<file path="config.mk">
export PLATFORM = sky130hd
export DESIGN_NAME = bin_to_bcd_seq
export DESIGN_NICKNAME = d
export VERILOG_FILES = /design/src/rtl/bcd_pkg.sv /design/src/rtl/bcd_digit_adj.sv /design/src/rtl/bin_to_bcd_seq.sv
export SDC_FILE = /design/constraint.sdc
export NUM_CORES = 1
export LEC_CHECK = 0
export ABC_AREA = 1
export CAP_MARGIN = 20
export CELL_PAD_IN_SITES_DETAIL_PLACEMENT = 0
export CELL_PAD_IN_SITES_GLOBAL_PLACEMENT = 1
export CORE_MARGIN = 5
export CORE_UTILIZATION = 45
export DETAILED_ROUTE_END_ITERATION = 12
export DONT_BUFFER_PORTS = 1
export MAX_ROUTING_LAYER = met4
export PLACE_DENSITY = 0.77
export SYNTH_ARGS = -nofsm -noshare
export SYNTH_HDL_FRONTEND = slang
export SYNTH_SLANG_ARGS = --single-unit
</file>
<file path="constraint.sdc">
create_clock -name clk -period 3.85 [get_ports clk]
set_clock_uncertainty 0.2 [all_clocks]
set_input_delay 0.77 -clock clk [delete_from_list [all_inputs] [get_ports clk]]
set_output_delay 0.77 -clock clk [all_outputs]
set_load 0.02 [all_outputs]
</file>
<file path="src/rtl/bcd_pkg.sv">
// Shared types and constants for the sequential binary-to-BCD converter.
// Optional leading-zero blanking is selected with the BCD_LZ_BLANK_EN macro.
package bcd_pkg;

    typedef enum logic [1:0] {
        ST_IDLE,
        ST_SHIFT,
        ST_DONE
    } state_t;

    localparam logic [3:0] DIGIT_BLANK = 4'hF;
    localparam logic [3:0] DIGIT_MAX   = 4'h9;

    // Counter must hold BIN_W itself, not just BIN_W-1.
    function automatic int cnt_w(input int binW);
        return $clog2(binW + 1);
    endfunction

endpackage

</file>
<file path="src/rtl/bcd_digit_adj.sv">
// Single-digit correction step of the shift-and-add-3 algorithm:
// a digit of 5 or more gets 3 added, with no carry out of the nibble.
module bcd_digit_adj (
    input  logic [3:0] digit_i,
    output logic [3:0] digit_o
);

    assign digit_o = (digit_i >= 4'd5) ? digit_i + 4'd3 : digit_i;

endmodule

</file>
<file path="src/rtl/bin_to_bcd_seq.sv">
// Sequential binary-to-BCD converter, one input bit per clock, with a held output register.
// Define BCD_LZ_BLANK_EN to replace leading zero digits with the blank code.
module bin_to_bcd_seq
    import bcd_pkg::*;
#(
    parameter int BIN_W  = 14,
    parameter int DIGITS = 4
) (
    input  logic                  clk,
    input  logic                  rst_n,
    input  logic                  start,
    input  logic [BIN_W-1:0]      bin,
    output logic                  busy,
    output logic                  done,
    output logic [4*DIGITS-1:0]   bcd,
    output logic                  ovf
);

    localparam int CW = cnt_w(BIN_W);
    localparam int SW = 4 * (DIGITS + 1);

    state_t                state_q;
    logic [CW-1:0]         cnt_q;
    logic [BIN_W-1:0]      shift_q;
    logic [SW-1:0]         scratch_q;
    logic [SW-1:0]         scratchAdj;
    logic [4*DIGITS-1:0]   bcd_q;
    logic [4*DIGITS-1:0]   bcd_d;
    logic                  ovf_q;
    logic                  ovf_d;
    logic                  busy_q;
    logic                  done_q;

    // One add-3 corrector per scratch digit, including the overflow digit.
    for (genvar g = 0; g < DIGITS + 1; g++) begin : gAdj
        bcd_digit_adj uAdj (
            .digit_i (scratch_q[4*g +: 4]),
            .digit_o (scratchAdj[4*g +: 4])
        );
    end

    assign ovf_d = (scratch_q[4*DIGITS +: 4] != 4'd0);

    always_comb begin
        bcd_d = scratch_q[4*DIGITS-1:0];
        if (ovf_d) begin
            for (int i = 0; i < DIGITS; i++) bcd_d[4*i +: 4] = DIGIT_MAX;
        end
`ifdef BCD_LZ_BLANK_EN
        else begin
            // Blank from the top down until the first non-zero digit; the LSD always shows.
            logic leading;
            leading = 1'b1;
            for (int i = DIGITS - 1; i > 0; i--) begin
                if (leading && (bcd_d[4*i +: 4] == 4'd0)) bcd_d[4*i +: 4] = DIGIT_BLANK;
                else                                      leading = 1'b0;
            end
        end
`endif
    end

    // busy stays high through the done cycle; start is only honoured in IDLE.
    always_ff @(posedge clk or negedge rst_n) begin
        if (!rst_n) begin
            state_q   <= ST_IDLE;
            cnt_q     <= '0;
            shift_q   <= '0;
            scratch_q <= '0;
            bcd_q     <= '0;
            ovf_q     <= 1'b0;
            busy_q    <= 1'b0;
            done_q    <= 1'b0;
        end else begin
            done_q <= 1'b0;
            case (state_q)
                ST_IDLE: begin
                    busy_q <= 1'b0;
                    if (start) begin
                        state_q   <= ST_SHIFT;
                        busy_q    <= 1'b1;
                        shift_q   <= bin;
                        scratch_q <= '0;
                        cnt_q     <= CW'(BIN_W);
                    end
                end
                ST_SHIFT: begin
                    {scratch_q, shift_q} <= {scratchAdj, shift_q} << 1;
                    cnt_q <= cnt_q - CW'(1);
                    if (cnt_q == CW'(1)) state_q <= ST_DONE;
                end
                ST_DONE: begin
                    bcd_q   <= bcd_d;
                    ovf_q   <= ovf_d;
                    done_q  <= 1'b1;
                    state_q <= ST_IDLE;
                end
                default: state_q <= ST_IDLE;
            endcase
        end
    end

    assign busy = busy_q;
    assign done = done_q;
    assign bcd  = bcd_q;
    assign ovf  = ovf_q;

endmodule
</file>
# Word level (Yosys, flattened, before mapping)
# Index checks and enable logic that the tools add are counted.
[totals]
ff_bits = 59
in_bits = 17
[classes]
add_sub_neg = 6
magnitude_cmp = 5
eq_ne = 5
muxes = 17
n_reduce_logical = 5
[ops]
columns = ["operator", "count"]
rows = [
  ["$pmux 20 s2", 1],
  ["$pmux 14 s2", 1],
  ["$ge 4x3->1 const B", 5],
  ["$mux 20", 1],
  ["$mux 4", 5],
  ["$add 4x2->4 const B", 4],
  ["$mux 16", 1],
  ["$mux 14", 1],
  ["$pmux 4 s2", 1],
  ["$eq 4x1->1 const B", 1],
  ["$mux 2", 2],
  ["$ne 2x2->1 const B", 2],
  ["$pmux 2 s2", 1],
  ["$reduce_and 2->1", 2],
  ["$reduce_bool 4->1", 1],
  ["$sub 4x1->4 const B", 1],
  ["$add 3x2->3 const B", 1],
  ["$mux 3", 1],
  ["$eq 2x1->1 const B", 1],
  ["$eq 2x2->1 const B", 1],
  ["$logic_not 2->1", 1],
  ["$mux 1", 2],
  ["$reduce_bool 2->1", 1],
]

# Logic depth before layout (Yosys ltp)
[logic_depth]
depth_word = 3
ltp_mapped = 8
mapped_depth_nobuf = 8

# Hierarchy
# Synthesis repeated with hierarchy kept, for this count alone.
[unflattened]
cells_unflattened = 414
area_unflattened_um2 = 3165.5
[modules_own_cells]
columns = ["mod", "n_inst", "cells_per_inst", "area_each_um2"]
rows = [
  ["bin_to_bcd_seq", 1, 299, 2489.9],
  ["bcd_digit_adj", 5, 23, 135.1],
]

# Worst setup path after synthesis
# Ideal clock, no wire load.
[synth_timing]
path_type = "in2reg"
start = "input start"
end = "register shift_q[10]"
t_arrival_ps = 1295
setup_slack_ps = 2236
path_stages = 5
n_path_buf = 1
cell_sequence = "o21ai_4 > inv_2 > buf_6 > nand2_1 > o21ai_2"
[synth_between]
elab_chain_len = 2
[synth_rtl]
columns = ["element", "line", "source"]
rows = [
  ["start: declaration", "bin_to_bcd_seq.sv:11", "input logic start,"],
  ["$ne 2x2->1 (no source line)", "n/a", ""],
  ["$reduce_and 2->1 (no source line)", "n/a", ""],
  ["end signal: assignment", "bin_to_bcd_seq.sv:81", "shift_q <= bin;"],
  ["end signal: assignment", "bin_to_bcd_seq.sv:87", "{scratch_q, shift_q} <= {scratchAdj, shift_q} << 1;"],
  ["end: declaration", "bin_to_bcd_seq.sv:24", "logic [BIN_W-1:0] shift_q;"],
]
# No other way between the ends.
# A chain may end at the register's enable or synchronous reset.

# Worst setup path in the final report
[layout_timing]
start = "register state_q[0]"
end = "register shift_q[12]"
[layout_between]
elab_chain_len = 3
elab_cells_between_ends = 6
cone_classes = "2 x eq/ne; 1 x mux; 3 x reduce/logical"
[layout_rtl]
columns = ["element", "line", "source"]
rows = [
  ["start: declaration", "bin_to_bcd_seq.sv:22", "state_t state_q;"],
  ["start signal: assignment", "bin_to_bcd_seq.sv:65", "state_q <= ST_IDLE;"],
  ["start signal: assignment", "bin_to_bcd_seq.sv:79", "state_q <= ST_SHIFT;"],
  ["start signal: assignment", "bin_to_bcd_seq.sv:89", "if (cnt_q == CW'(1)) state_q <= ST_DONE;"],
  ["$eq 2x1->1 / $logic_not 2->1 (equally long branches)", "bin_to_bcd_seq.sv:75", "case (state_q)"],
  ["$reduce_bool 2->1 (no source line) / $ne 2x2->1 (equally long branches)", "n/a", ""],
  ["$reduce_and 2->1 (no source line)", "n/a", ""],
]
# Parallel ways exist; a longest one is shown, timed or not.

==> impl_metrics.ini <==
[global_route]
grt_pass1_vias = 2230
grt_pass1_wl_microns = 10500
grt_overflow = 0
use_met2 = 0.244
grt_max_degree = 60
track_usage = 0.159
grtUsageMet1 = 0.194
grt_use_met3 = 0.0402
grt-busiest-layer = met2
antenna_found_initial = 0

[worst_setup_path]
rrSetupSlack_ns = 1.84
cp_top_family = compound AO/OA/AOI/OAI gates
arrival_ns = 2.01
crit_chain = o21ai_4 > inv_2 > nand2_1 > o21ai_2
path_max_fanout = 33
cpPeakStageDelay_ns = 0.52
cp_slowest_cell = dfrtp_1
worstPathRequired_ns = 3.85
cp_num_buf_inv = 1
start_kind = flip-flop
end_kind = flip-flop
crit_type = flip-flop to flip-flop

[placed_design]
pre_cts_ws_ns = 1.66
io_buffer_count = 0
gp_congestion = 0.809
dp_cells = 435
placed_cell_area_sq_um = 3090
dp_hpwl_microns = 3970

[detailed_routing]
avgViaCountPerCell = 5.21
wire_per_inst_microns = 13.5
drt_wl_total_microns = 6040
drt_iter0_markers = 102
postRouteAntennaNets = 0
vias = 2338
first_pass_iters = 4
drc_errors = 0

[clock_tree]
postCtsSetupBuffers = 0
h-tree-depth = 3
clockBufferDepth = 2
cts.repair.resized = 0
clk_pin_slew_ns = 0.06
cts_tree = done
holdBufCountCts = 1
clkSinkCount = 59
root_buffer = clkbuf_8
clkLatencyLatePin_ns = 0.33
cts_buffers = 9

[pwr]
power_mw = 2.82
p_int_mw = 1.56
powerDensity_nw_per_um2 = 864
p_switching_mw = 1.26
ir_worst_vdd_v = 0.000400
power_leakage_nw = 1.68
comb_power_share = 0.426
p_clk_frac = 0.161
sw_frac_of_total = 0.448
power_frac_seq = 0.413

[synthesis]
netlist_instances = 367
synth_compound_area_frac = 0.138
yosysWarnings = 0
synthMuxAreaShare = 0
synth_top_family_by_area = simple AND/OR/NAND/NOR gates
synth_nets = 397
syn_avg_cell_area_sq_um = 8.50
synth_xor_area_frac = 0
synth.yosys.seq_area_share = 0.473
synth_adder_area_share = 0.0521
syn_area_sq_um = 3120
synthSimpleGateAreaFrac = 0.236
ys_seq_elements = 59
synth.distinct_cells = 29

[sta]
rsz0062_at_grt = false
period_needed_ns = 2.01
whs_ns = 0.114
setup_viol = 0
slew-limit-headroom = 0.597
period_share = 0.522
max_freq_mhz = 497
tns_ns = 0
final.setup.worst_slack_ns = 1.84
final_max_slew_viol_count = 0
worstMarginPinSlew_ns = 0.603
hold_viol = 0

[finish]
fin_util = 0.484
mostFrequentLayoutCells = nand2_1 (119), dfrtp_1 (59), inv_1 (45)
diodes = 0
syn_to_final_growth_pct = 4.77
fin_nets = 397
final_common_cell = nand2_1
layoutNonFillerInstCount = 449
final_area_sq_um = 3270
drive_above_1_share = 0.0949

[die]
rows = 30
die_h_microns = 93.3
die-area_sq_um = 8700
chipWidth_microns = 93.3
core_area_sq_um = 6760
io_pins = 36
initial_core_util = 0.462

[status]
outcome = completed

[flow_run]
maxCapViolCount = 0

[hold_path]
hold_class = primary input to async pin
-- per-layer routing --
layer / vias to the layer above / routed length (microns)
li1: 1190 / -
met1: 1103 / 2830
met2: 33 / 2870
met3: 12 / 207
met4: 0 / 140
met5: - / 0
-- final timing paths --
path / start / end / cells past startpoint
setup / recovery: state_q[0] / shift_q[12] / 4
setup reg to reg: state_q[0] / shift_q[12] / 4
min in group clk: scratch_q[17] / scratch_q[17] / 2
hold / removal: rst_n / scratch_q[6] / 1
hold reg to reg: scratch_q[17] / scratch_q[17] / 2
max in group asynchronous: rst_n / scratch_q[18] / 1
-- kinds of logic after synthesis --
kind of cell / after synthesis
AO/OA/AOI/OAI: 66
adder cells (fa/ha/maj): 13
buffers and inverters: 60
flip-flops: 59
AND/OR/NAND/NOR: 169
-- flip-flops by register name, indices dropped and copies added (netlist names) --
name	count
scratch_q	20
bcd	16
shift_q	14
cnt_q	4
state_q	2
busy	1
done	1
ovf	1
-- cells in the mapped netlist --
library cell,n,area share
buf_12,1,0.0064
o21ai_4,1,0.0052
nor2_1,5,0.0060
nor2_4,1,0.0036
o211ai_2,5,0.020
o21bai_1,4,0.0096
nand3_1,27,0.043
inv_2,1,0.0012
nand2_2,4,0.0080
buf_6,6,0.022
inv_4,2,0.0040
a31oi_1,3,0.0060
o21ai_0,15,0.024
o22ai_1,5,0.010
ha_1,13,0.052
buf_4,2,0.0048
nand2_1,119,0.14
nor3_1,1,0.0016
buf_2,2,0.0032
nor2_8,1,0.0064
buf_8,1,0.0048
nand4_1,10,0.020
o21ai_2,8,0.022
a22oi_1,1,0.0024
dfrtp_1,59,0.47
inv_1,45,0.054
a21oi_1,4,0.0064
nand2_4,1,0.0036
o21ai_1,20,0.032
-- power by group through the flow --
stage               Clock (mW)  Combinational, mW  Sequential (mW)
detailed placement           0               1.20             1.18
floorplan                    0               1.11             1.10
CTS                      0.474               1.22             1.17
global placement             0               1.17             1.18
global route             0.503               1.42             1.21
finish                   0.456               1.20             1.17
-- area by class of cell --
cell class	instances	area, sq um
clock buffer	13	149
sequential	59	1480
inverter	48	185
tap	80	100
multi-input combinational	248	1330
timing repair buffer	1	27.5
fill	660	3490
No activity file was read; power rests on OpenSTA's default activity.
